===== config.mk =====
export PLATFORM = sky130hd
export DESIGN_NAME = dpb_port_arbiter
export DESIGN_NICKNAME = d
export VERILOG_FILES = /design/src/rtl/dpb_port_arbiter_pkg.sv /design/src/rtl/dpb_port_arbiter_arb2_rr.sv /design/src/rtl/dpb_port_arbiter.sv
export SDC_FILE = /design/constraint.sdc
export NUM_CORES = 1
export LEC_CHECK = 0
export BUFFER_PORTS_ARGS = -buffer_cell sky130_fd_sc_hd__buf_2
export CAP_MARGIN = 20
export CORE_MARGIN = 2
export CORE_UTILIZATION = 37
export CTS_CLUSTER_DIAMETER = 50
export DETAILED_ROUTE_END_ITERATION = 7
export PLACE_DENSITY_LB_ADDON = 0.12
export SETUP_SLACK_MARGIN = 0.4
export SLEW_MARGIN = 0
export SYNTH_ARGS = -nofsm -noshare
export SYNTH_HDL_FRONTEND = slang
export SYNTH_SLANG_ARGS = --single-unit
export TNS_END_PERCENT = 30

===== constraint.sdc =====
create_clock -name clk -period 2.3 [get_ports clk]
set_clock_uncertainty 0.15 [all_clocks]
set_input_delay 0.23 -clock clk [delete_from_list [all_inputs] [get_ports clk]]
set_output_delay 0.23 -clock clk [all_outputs]
set_load 0.05 [all_outputs]

===== src/rtl/dpb_port_arbiter_pkg.sv =====
// Shared types for the two-requester block-RAM port arbiter: FSM states, grant
// encodings and the request payload captured at grant time.
package dpb_port_arbiter_pkg;

    localparam int unsigned DATA_W = 32;
    localparam int unsigned STRB_W = DATA_W / 8;

    typedef enum logic [1:0] {
        ST_IDLE  = 2'd0,
        ST_ISSUE = 2'd1,
        ST_WAIT  = 2'd2,
        ST_RESP  = 2'd3
    } state_t;

    typedef enum logic {
        GNT_M0 = 1'b0,
        GNT_M1 = 1'b1
    } grant_t;

    typedef struct packed {
        logic [DATA_W-1:0] addr;
        logic [DATA_W-1:0] wdata;
        logic [STRB_W-1:0] wstrb;
    } req_t;

    // RAM window decode: an address hits when its masked bits equal the base.
    function automatic logic window_hit(input logic [DATA_W-1:0] addr,
                                        input logic [DATA_W-1:0] base,
                                        input logic [DATA_W-1:0] mask);
        return (addr & mask) == base;
    endfunction

endpackage


===== src/rtl/dpb_port_arbiter_arb2_rr.sv =====
// Combinational two-way grant: round-robin on a tie, or m0 always wins a tie
// when FIXED_PRIO is set.
module arb2_rr
    import dpb_port_arbiter_pkg::*;
#(
    parameter bit FIXED_PRIO = 1'b0
) (
    input  logic   req0,
    input  logic   req1,
    input  grant_t last_grant,
    output logic   gnt_valid_c,
    output grant_t grant_c
);

    always_comb begin
        gnt_valid_c = req0 | req1;
        grant_c     = GNT_M0;
        if (req0 && req1) begin
            grant_c = (FIXED_PRIO || (last_grant == GNT_M1)) ? GNT_M0 : GNT_M1;
        end else if (req1) begin
            grant_c = GNT_M1;
        end
    end

endmodule


===== src/rtl/dpb_port_arbiter.sv =====
// Shares one block-RAM port between two native valid/ready requesters (m0, m1).
// Every access runs IDLE -> [ISSUE -> [WAIT]] -> RESP with all outputs registered.
module dpb_port_arbiter
    import dpb_port_arbiter_pkg::*;
#(
    parameter int unsigned ABITS      = 16,
    parameter logic [31:0] BASE_ADDR  = 32'h0000_0000,
    parameter logic [31:0] BASE_MASK  = 32'hFFFF_0000,
    parameter bit          FIXED_PRIO = 1'b0
) (
    input  logic             clk,
    input  logic             resetn,

    input  logic             m0_valid,
    output logic             m0_ready,
    input  logic [31:0]      m0_addr,
    input  logic [31:0]      m0_wdata,
    input  logic [3:0]       m0_wstrb,
    output logic [31:0]      m0_rdata,

    input  logic             m1_valid,
    output logic             m1_ready,
    input  logic [31:0]      m1_addr,
    input  logic [31:0]      m1_wdata,
    input  logic [3:0]       m1_wstrb,
    output logic [31:0]      m1_rdata,

    output logic [ABITS-1:0] mem_ad,
    output logic [31:0]      mem_di,
    output logic [3:0]       mem_wre,
    output logic             mem_sel,
    input  logic [31:0]      mem_do
);

    state_t state;
    grant_t last_grant;
    grant_t grant_q;
    logic   write_q;

    logic   gnt_valid_c;
    grant_t grant_c;
    req_t   req_c;
    logic   hit_c;

    arb2_rr #(
        .FIXED_PRIO(FIXED_PRIO)
    ) u_arb (
        .req0       (m0_valid),
        .req1       (m1_valid),
        .last_grant (last_grant),
        .gnt_valid_c(gnt_valid_c),
        .grant_c    (grant_c)
    );

    // Payload of whichever requester the arbiter would grant this cycle.
    always_comb begin
        req_c = '{addr: m0_addr, wdata: m0_wdata, wstrb: m0_wstrb};
        if (grant_c == GNT_M1) begin
            req_c = '{addr: m1_addr, wdata: m1_wdata, wstrb: m1_wstrb};
        end
        hit_c = window_hit(req_c.addr, BASE_ADDR, BASE_MASK);
    end

    // Strobes and ready pulse are cleared every cycle unless a state sets them;
    // mem_ad/mem_di only load on a hit grant and otherwise hold.
    always_ff @(posedge clk or negedge resetn) begin
        if (!resetn) begin
            state      <= ST_IDLE;
            last_grant <= GNT_M1;
            grant_q    <= GNT_M0;
            write_q    <= 1'b0;
            m0_ready   <= 1'b0;
            m1_ready   <= 1'b0;
            m0_rdata   <= 32'h0;
            m1_rdata   <= 32'h0;
            mem_ad     <= '0;
            mem_di     <= 32'h0;
            mem_wre    <= 4'h0;
            mem_sel    <= 1'b0;
        end else begin
            m0_ready <= 1'b0;
            m1_ready <= 1'b0;
            m0_rdata <= 32'h0;
            m1_rdata <= 32'h0;
            mem_wre  <= 4'h0;
            mem_sel  <= 1'b0;

            case (state)
                ST_IDLE: begin
                    if (gnt_valid_c) begin
                        grant_q    <= grant_c;
                        last_grant <= grant_c;
                        write_q    <= |req_c.wstrb;
                        if (hit_c) begin
                            state   <= ST_ISSUE;
                            mem_sel <= 1'b1;
                            mem_ad  <= {req_c.addr[ABITS-1:2], 2'b00};
                            mem_di  <= req_c.wdata;
                            mem_wre <= req_c.wstrb;
                        end else begin
                            // Outside the window: complete at once, write dropped.
                            state    <= ST_RESP;
                            m0_ready <= (grant_c == GNT_M0);
                            m1_ready <= (grant_c == GNT_M1);
                        end
                    end
                end
                ST_ISSUE: begin
                    if (write_q) begin
                        state    <= ST_RESP;
                        m0_ready <= (grant_q == GNT_M0);
                        m1_ready <= (grant_q == GNT_M1);
                    end else begin
                        state <= ST_WAIT;
                    end
                end
                ST_WAIT: begin
                    state    <= ST_RESP;
                    m0_ready <= (grant_q == GNT_M0);
                    m1_ready <= (grant_q == GNT_M1);
                    if (grant_q == GNT_M0) begin
                        m0_rdata <= mem_do;
                    end else begin
                        m1_rdata <= mem_do;
                    end
                end
                ST_RESP: begin
                    state <= ST_IDLE;
                end
                default: begin
                    state <= ST_IDLE;
                end
            endcase
        end
    end

endmodule


* Word level (Yosys, flattened, before mapping)
Index checks and enable logic that the tools add are counted.
** Word-level totals
- Flip-flop bits (word level) :: 122
- Input bits :: 172
- Output and inout port bits :: 119
** Operators by class
- Eq/ne operators :: 4
- Multiplexer cells :: 26
- Bitwise operators :: 3
- Reductions and logical operators :: 6
** Operators by type and width (number)
- $mux W32 :: 4
- $mux W68 :: 1
- $logic_not A32 Y1 :: 1
- $mux W1 :: 13
- $mux W4 :: 3
- $pmux W2 S4 :: 1
- $pmux W1 S3 :: 2
- $eq A2 B2 Y1 const B :: 2
- $mux W2 :: 2
- $reduce_or A4 Y1 :: 1
- $reduce_and A3 Y1 :: 1
- $eq A2 B1 Y1 const B :: 1
- $logic_not A2 Y1 :: 1
- $ne A2 B2 Y1 const B :: 1
- $not A1 Y1 :: 2
- $reduce_and A2 Y1 :: 1
- $logic_and A1 B1 Y1 :: 1
- $or A1 B1 Y1 :: 1

* Longest topological paths before layout
Gate-level depths: netlist of run 1.
- Depth after elaboration :: 7
- Mapped depth :: 7
- Mapped depth without buffers :: 6

* Cells and area by module
Synthesis of run 1 repeated with hierarchy kept, for this count alone.
** Unflattened totals
- Cells, all modules :: 362
- Area total of the unflattened synthesis :: 5021.1 sq um
** By module, submodules not included
- dpb_port_arbiter :: instances 1, cells an instance 360, area each 5007.3 sq um, sequential area each 3054.2 sq um
- arb2_rr :: instances 1, cells an instance 2, area each 13.8 sq um, sequential area each 0.0 sq um

* Least setup slack after synthesis of run 1
OpenSTA, ideal clock, no wires.
- Kind :: flip-flop to flip-flop
- Start :: reg state[0]
- End :: reg mem_di[17]
- Library setup time :: 125 ps
- Data arrival time :: 1945 ps
- Required time :: 2025 ps
- Slack :: 80 ps
- Cell stages (with the launch flop) :: 8
- Period minus slack after synthesis :: 2220 ps
- Cell sequence :: dfrtp_1 > inv_1 > ha_1 > o21ai_1 > nand2b_4 > o32ai_4 > buf_6 > mux2_2
** Between the ends
- Word-level cells in the longest chain between the ends :: 2
** Ends and longest elaborated chain
- start, declared :: line dpb_port_arbiter.sv:35 : state_t state;
- start signal, assigned :: line dpb_port_arbiter.sv:68 : state <= ST_IDLE;
- start signal, assigned :: line dpb_port_arbiter.sv:95 : state <= ST_ISSUE;
- start signal, assigned :: line dpb_port_arbiter.sv:102 : state <= ST_RESP;
- $logic_not A2 Y1 :: line dpb_port_arbiter.sv:88 : case (state)
- $reduce_and A3 Y1 (no source line)
- end signal, assigned :: line dpb_port_arbiter.sv:98 : mem_di <= req_c.wdata;
- end, declared :: line dpb_port_arbiter.sv:29 : output logic [31:0] mem_di,
No other way between the ends.
A chain may end at the register's enable or synchronous reset.

* Worst setup path after layout of run 1
- Start :: reg state[0]
- End :: reg mem_ad[5]
** Between the ends
- Word-level cells in the longest chain between the ends :: 2
** Ends and longest elaborated chain
- $logic_not A2 Y1 :: line dpb_port_arbiter.sv:88
- $reduce_and A3 Y1 (no source line)
- end signal, assigned :: line dpb_port_arbiter.sv:97 : mem_ad <= {req_c.addr[ABITS-1:2], 2'b00};
- end, declared :: line dpb_port_arbiter.sv:28 : output logic [ABITS-1:0] mem_ad,
No other way between the ends.

==> results of run 1 <==
-- metal layers --
metal / routed length [um] / part of all wire [%] / track usage, %
met1: 5977 / 39 / 22.68
met2: 8031 / 52 / 38.35
met3: 1072 / 6.9 / 5.472
met4: 388 / 2.5 / 8.794
met5: 0 / 0 / 0
-- worst paths after layout --
check / start / endpoint / slack, ns / cells after the start
worst max register to register: state[0]$_DFFE_PN0P_ / mem_ad[5]$_DFFE_PN0P_ / 0.23 / 9
worst max-delay path: state[0]$_DFFE_PN0P_ / mem_ad[5]$_DFFE_PN0P_ / 0.23 / 9
worst min-delay path: m0_wdata[7] / mem_di[7]$_DFFE_PN0P_ / 0.007 / 4
worst min register to register: mem_di[25]$_DFFE_PN0P_ / mem_di[25]$_DFFE_PN0P_ / 0.33 / 1
max in group asynchronous: resetn / mem_ad[6]$_DFFE_PN0P_ / 1.15 / 3
min in group asynchronous: resetn / mem_di[23]$_DFFE_PN0P_ / 0.15 / 2
-- cells in the mapped netlist, types with 2 or more instances --
master / number
o21ai_0: 3
nor4_1: 9
and3_1: 32
mux2_1: 14
a31oi_1: 3
and2_1: 32
buf_4: 2
mux2_2: 32
clkbuf_1: 18
dfrtp_1: 121
buf_6: 5
a21oi_1: 2
nor2b_1: 2
nor2_1: 5
buf_2: 2
a21boi_0: 4
nand2_1: 152
inv_1: 2
ha_1: 4
nand2b_1: 2
-- cells by family after synthesis --
group	count (synthesis)	synth area share, %
DFF	122	60.54
AOI/OAI and AO/OA	20	3.051
other	1	0.07433
muxes	46	10.27
adders and majority gates	4	0.9921
and+or+nand+nor	239	21.97
buffers and inverters	29	3.100
-- what timing repair did --
action,CTS,global route
gates resized for setup,15,15
hold endpoints to repair,146,0
endpoints found under the setup margin,50,81
pin swaps,2,0
cloned,4,1
setup buffers,8,2
hold buffers,112,0
-- worst register-to-register path: cells and delay by family (launching register included) --
kind	cells	cell delay, ns
AOI/OAI and AO/OA	2	0.30
DFF	1	0.39
adders and majority gates	1	0.15
and+or+nand+nor	1	0.15
buffers and inverters	4	0.52
muxes	1	0.30
-- power by group --
part	leakage [nW]	internal, mW	switching [mW]
clock network	0.257	1.43	0.915
registers	1.67	2.43	0.109
logic	3.05	0.841	1.70
total	4.98	4.70	2.72
-- flip-flops by register name, indices dropped and copies added, names as in the netlist, 2 cells and up --
| register | cells |
|---|---|
| state | 2 |
| mem_di | 32 |
| m1_rdata | 32 |
| mem_wre | 4 |
| m0_rdata | 32 |
| mem_ad | 14 |
-- area by class of cell --
| cell class | instances | share of cell area [%] |
|---|---|---|
| flip-flops and latches | 122 | 35.33 |
| repair buffers | 420 | 33.17 |
| multi-input cells | 311 | 22.71 |
| clock buffers | 22 | 5.369 |
| well taps | 176 | 2.547 |
| clock inverters | 10 | 0.7959 |
| inverters | 2 | 0.08683 |
==> qor.yml, run 1 <==
global_routing:
  overflow: 0
  grt.total_usage_pct: 20.91
  antenna_found_initial: 0
  grt_pass1_vias: 4911
  grt_pass1_wl_um: 23340
  grt_max_degree: 76
clock_tree:
  cts_tree: "yes"
  clk_pin_slew_worst_paths_ns: 0.05
  cts_sinks: 122
  clk_latency_ns: 0.41
  htreeDepth: 4
  cts_buffers: 17
  cts-root-buf: "clkbuf_16"
  cts_buffer_depth: 2
routing:
  viasPerCell: 4.578
  via_count: 4866
  wl_per_cell_um: 14.55
  drtIter0Drc: 206
  routed_wl_um: 15470
  dr.pass1.iters: 5
  drc: 0
  ant_nets: 0
sta:
  setup_ws_ns: 0.2333
  worst_slew_pin_slew_ns: 0.5394
  slew_headroom_pct: 64.04
  grt_setup_unrepaired: "yes"
  whs_ns: 0.006840
  fin_crit_ns: 2.067
  maxSlewViolCount: 0
  finalSetupTns_ns: 0
  fin_crit_sh_pct: 89.86
  clock.fmax_ghz: 0.4839
  hold_viol_final: 0
  setup_viol: 0
power:
  ir_drop_uv: 484.3
  finalPower_mw: 7.426
  power.density_nw_per_um2: 858.9
  power_leakage_nw: 4.977
outcome:
  outcome: "finished, final reports clean"
logic_synthesis:
  ys_types: 35
  netlist_instances: 461
  synth_top_area_share_pct: 60.02
  synth-seq-area-share_pct: 60.54
  synth_edf_count: 0
  avgSynthCellArea_um2: 10.94
  ys_ff_latch: 122
  synth_ff_type: "dfrtp_1"
  async_reset_ff_share_pct: 100.0
  yosysWarnings: 0
  syn-cell-area_um2: 5045
  synthTopCellsByArea: "dfrtp_1, nand2_1, mux2_2, and2_1, and3_1"
  synth_top_area_cell: "dfrtp_1"
final_layout:
  utilization_pct: 65.03
  final_common_cell: "buf_2"
  nets: 1050
  fill_cells: 1044
  fin_cells: 1063
  drive_above_1_share_pct: 43.40
  final_cell_mix: "buf_2, nand2_1, dfrtp_1, dlygate4sd3_1"
  regArea_um2: 3054
  diodes: 0
  syn_to_final_growth_pct: 71.38
  multiInputGateArea_um2: 1963
  fin_area_um2: 8646
die:
  coreArea_um2: 13300
  start_util_pct: 37.94
  die_area_um2: 14580
  die_w_um: 120.8
  ioPinCount: 291
  die_h_um: 120.8
  row_count: 42
worst_setup_path:
  cp_slowest_stage_delay_ns: 0.39
  criticalPathCategory: "reg2reg"
  crit_chain: "inv_2, ha_4, o21ai_4, nand2b_4, o32ai_4, buf_6, buf_12, buf_16, mux2_4"
  critPathMaxFanout: 7
  worst_setup_path_start_kind: "flip-flop"
  crit_path_top_delay_cell: "dfrtp_1"
  crit_buf_inv: 4
  critPathTopFamily: "buffers and inverters"
  crit_arrival_ns: 2.21
  cp-end-kind: "flip-flop"
  crit_required_ns: 2.44
placed_design:
  place_area_um2: 6671
  dp_hpwl_um: 9507
  dp.cells: 904
  place_ws_ns: 0.08316
  portBuffers: 284
  gp_congestion: 0.7634
worst_hold_path:
  hold_path.class: "in2reg"
run:
  maxCapViolCount: 0
(Power assumes the default switching activity.)
==> run 2: changes to the inputs <==
--- a/config.mk
+++ b/config.mk
@@ -9,3 +9,2 @@
 export CAP_MARGIN = 20
-export CORE_MARGIN = 2
 export CORE_UTILIZATION = 37
==> constraint.sdc (replaced) <==
create_clock -name clk -period 2.3 [get_ports clk]
set_clock_uncertainty 0.15 [all_clocks]
set_input_delay 0.115 -clock clk [delete_from_list [all_inputs] [get_ports clk]]
set_output_delay 0.115 -clock clk [all_outputs]
set_load 0.05 [all_outputs]
==> run 2 against run 1 <==
  * Sequential cell count did not move
  * Register-to-register slack barely moved
  * Utilization up 2.8 points
  * Routed wire length increased by 6.9%
  * Worst hold slack gained 0.070 ns
  * Design area rose by 4.4%
  * Critical path depth did not move
  * Clock-buffer cell count decreased by 4
  * Die area shrank 3.3%
  * Maximum frequency shrank 0.11%
  * Via count rose by 3.8%
  * Power up 5.8%
  * Critical endpoint is now mem_di[17]$_DFFE_PN0P_
==> qor.yml, run 2 (synthesis gave the netlist of run 1 again) <==
power:
  p_switching_mw: 2.751  # +1.1%
  power.density_nw_per_um2: 870.7  # +1.4%
  p_seq_share_pct: 32.1  # -2.1 points
  internal-power_mw: 5.106  # +8.5%
  ir_drop_uv: 471.2  # -2.7%
  clock_power_share_pct: 34.5  # +2.9 points
  switching_share_pct: 35.02  # -1.6 points
  pwr-share-comb_pct: 33.4  # -0.8 points
  power_leakage_nw: 5.139  # +3.2%
die:
  die_w_um: 118.8  # -1.7%
  die_area_um2: 14110  # -3.3%
  row_count: 42  # unchanged
  ioPinCount: 291  # unchanged
  die_h_um: 118.8  # -1.7%
  coreArea_um2: 13300  # unchanged
  start_util_pct: 37.94  # unchanged
routing:
  wl_per_cell_um: 15.18  # +4.3%
  drtIter0Drc: 313  # +52%
  routed_wl_um: 16540  # +6.9%
  drc: 0  # unchanged
  dr.pass1.iters: 5  # unchanged
  ant_nets: 0  # unchanged
  viasPerCell: 4.632  # +1.2%
  via_count: 5049  # +3.8%
worst_hold_path:
  hold_path.class: "in2reg"
  holdCritStartpoint: "m1_valid"
clock_tree:
  htreeDepth: 4  # unchanged
  clk_latency_ns: 0.40  # about the same
  cts_buffers: 17  # unchanged
  cts_sinks: 122  # unchanged
  cts_tree: "yes"
  clk_pin_slew_worst_paths_ns: 0.05  # about the same
  cts_buffer_depth: 2  # unchanged
  cts-root-buf: "clkbuf_16"
final_layout:
  drive_above_1_share_pct: 41.82  # -1.6 points
  largestRegisters: "m0_rdata: 32 flops, m1_rdata: 32 flops, mem_di: 32 flops"
  final_common_cell: "buf_2"
  nets: 1076  # +2.5%
  final_cell_mix: "buf_2, nand2_1, dlygate4sd3_1, dfrtp_1"
  syn_to_final_growth_pct: 78.87
worst_setup_path:
  r2r_start: "state[0]$_DFFE_PN0P_"
  criticalPathCategory: "reg2reg"
  cp-end-kind: "flip-flop"
  critPathMaxFanout: 7  # unchanged
  crit_start: "state[0]$_DFFE_PN0P_"
  worst_setup_path_start_kind: "flip-flop"
  crit_path_top_delay_cell: "dfrtp_1"
  cp_slowest_stage_delay_ns: 0.39  # about the same
  crit_buf_inv: 4  # unchanged
  critPathTopFamily: "buffers and inverters"
  crit_required_ns: 2.43  # about the same
  crit_arrival_ns: 2.20  # about the same
  crit_chain: "inv_2, ha_4, o21ai_4, nand2b_4, o32ai_4, buf_6, buf_12, buf_16, mux2_4"
sta:
  clock.fmax_ghz: 0.4833  # -0.11%
  whs_ns: 0.07643  # +0.06959 ns
  maxSlewViolCount: 0  # unchanged
  fin_crit_ns: 2.069  # +0.002231 ns
  setup_viol: 0  # unchanged
  hold_viol_final: 0  # unchanged
  fin_crit_sh_pct: 89.95  # +0.097 points
  grt_setup_unrepaired: "yes"
  slew_headroom_pct: 56.43  # -7.6 points
  finalSetupTns_ns: 0  # unchanged
  worst_slew_pin_slew_ns: 0.6535  # +0.1141 ns
outcome:
  outcome: "finished, final reports clean"
run:
  maxCapViolCount: 0  # unchanged
placed_design:
  portBuffers: 284  # unchanged
  gp_congestion: 0.7875  # +3.2%
  dp_hpwl_um: 8957  # -5.8%
global_routing:
  antenna_found_initial: 3  # +3
  overflow: 0  # unchanged
  grt_pass1_vias: 5259  # +7.1%
  grt_max_degree: 123  # +62%
  grt_pass1_wl_um: 25340  # +8.6%
  grt.total_usage_pct: 23.47  # +2.6 points
==> run 2: worst paths after layout <==
check	to	slack (ns)	cells past startpoint
max in group asynchronous	m0_rdata[20]$_DFF_PN0_	1.29	3
hold reg to reg	mem_di[0]$_DFFE_PN0P_	0.33	1
min in group asynchronous	mem_di[4]$_DFFE_PN0P_	0.22	3
hold / removal	grant_q$_DFFE_PN0P_	0.08	5
setup / recovery	mem_di[17]$_DFFE_PN0P_	0.23	9
setup reg to reg	mem_di[17]$_DFFE_PN0P_	0.23	9
==> run 2: layout make-up <==
type | instances | area (um2)
tap | 176 | 220.2
inverter | 2 | 7.507
antenna | 3 | 7.507
clock inverter | 12 | 175.2
timing repair buffer | 446 | 3156
clock buffer | 18 | 429.2
sequential | 122 | 3054
multi-input combinational | 311 | 1974
fill | 951 | 4272
==> run 2: power by group through the flow <==
stage | combinational (mW) | sequential, mW | clock [mW]
after CTS | 2.60 | 2.53 | 2.77
after floorplan | 0.753 | 3.43 | 0
after global placement | 2.28 | 2.56 | 0
after detailed placement | 2.31 | 2.57 | 0
final | 2.62 | 2.52 | 2.71
after global routing | 2.81 | 2.55 | 2.87
==> run 2: through the flow <==
step	instance area (um2)	util (%)	setup WS, ns	cells	total power, mW
2_1_floorplan	5075	-	0.2322	462	4.180
3_3_place_gp	6664	50.12	0.1398	903	4.840
3_5_place_dp	6664	50.12	0.07724	903	4.887
4_1_cts	8929	67.16	0.2716	1084	7.894
5_1_grt	9024	67.87	0.1697	1090	8.236
6_report	9024	67.87	0.2311	1090	7.857
==> run 2: tightest hold or removal path, stage by stage <==
cell and delay [ns]:
buf_2 0.15, o21ai_4 0.08, buf_4 0.14, nand2_1 0.06
nand2_1 0.05
==> run 2: layer usage <==
layer / GRT usage, % / wire (um) / part of all wire (%)
met3: 6.515 / 939 / 5.7
met4: 13.69 / 603 / 3.6
met1: 24.95 / 6309 / 38
met2: 41.45 / 8691 / 53
met5: 0 / 0 / 0
==> run 2: what timing repair did <==
action | 4_1_cts | 5_1_grt
endpoints found under the hold margin | 238 | 0
endpoints found under the setup margin | 50 | 52
resized for setup | 25 | 8
cloned | 4 | 2
buffers inserted | 10 | 1
hold buffers | 137 | 0
pin swaps | 2 | 0
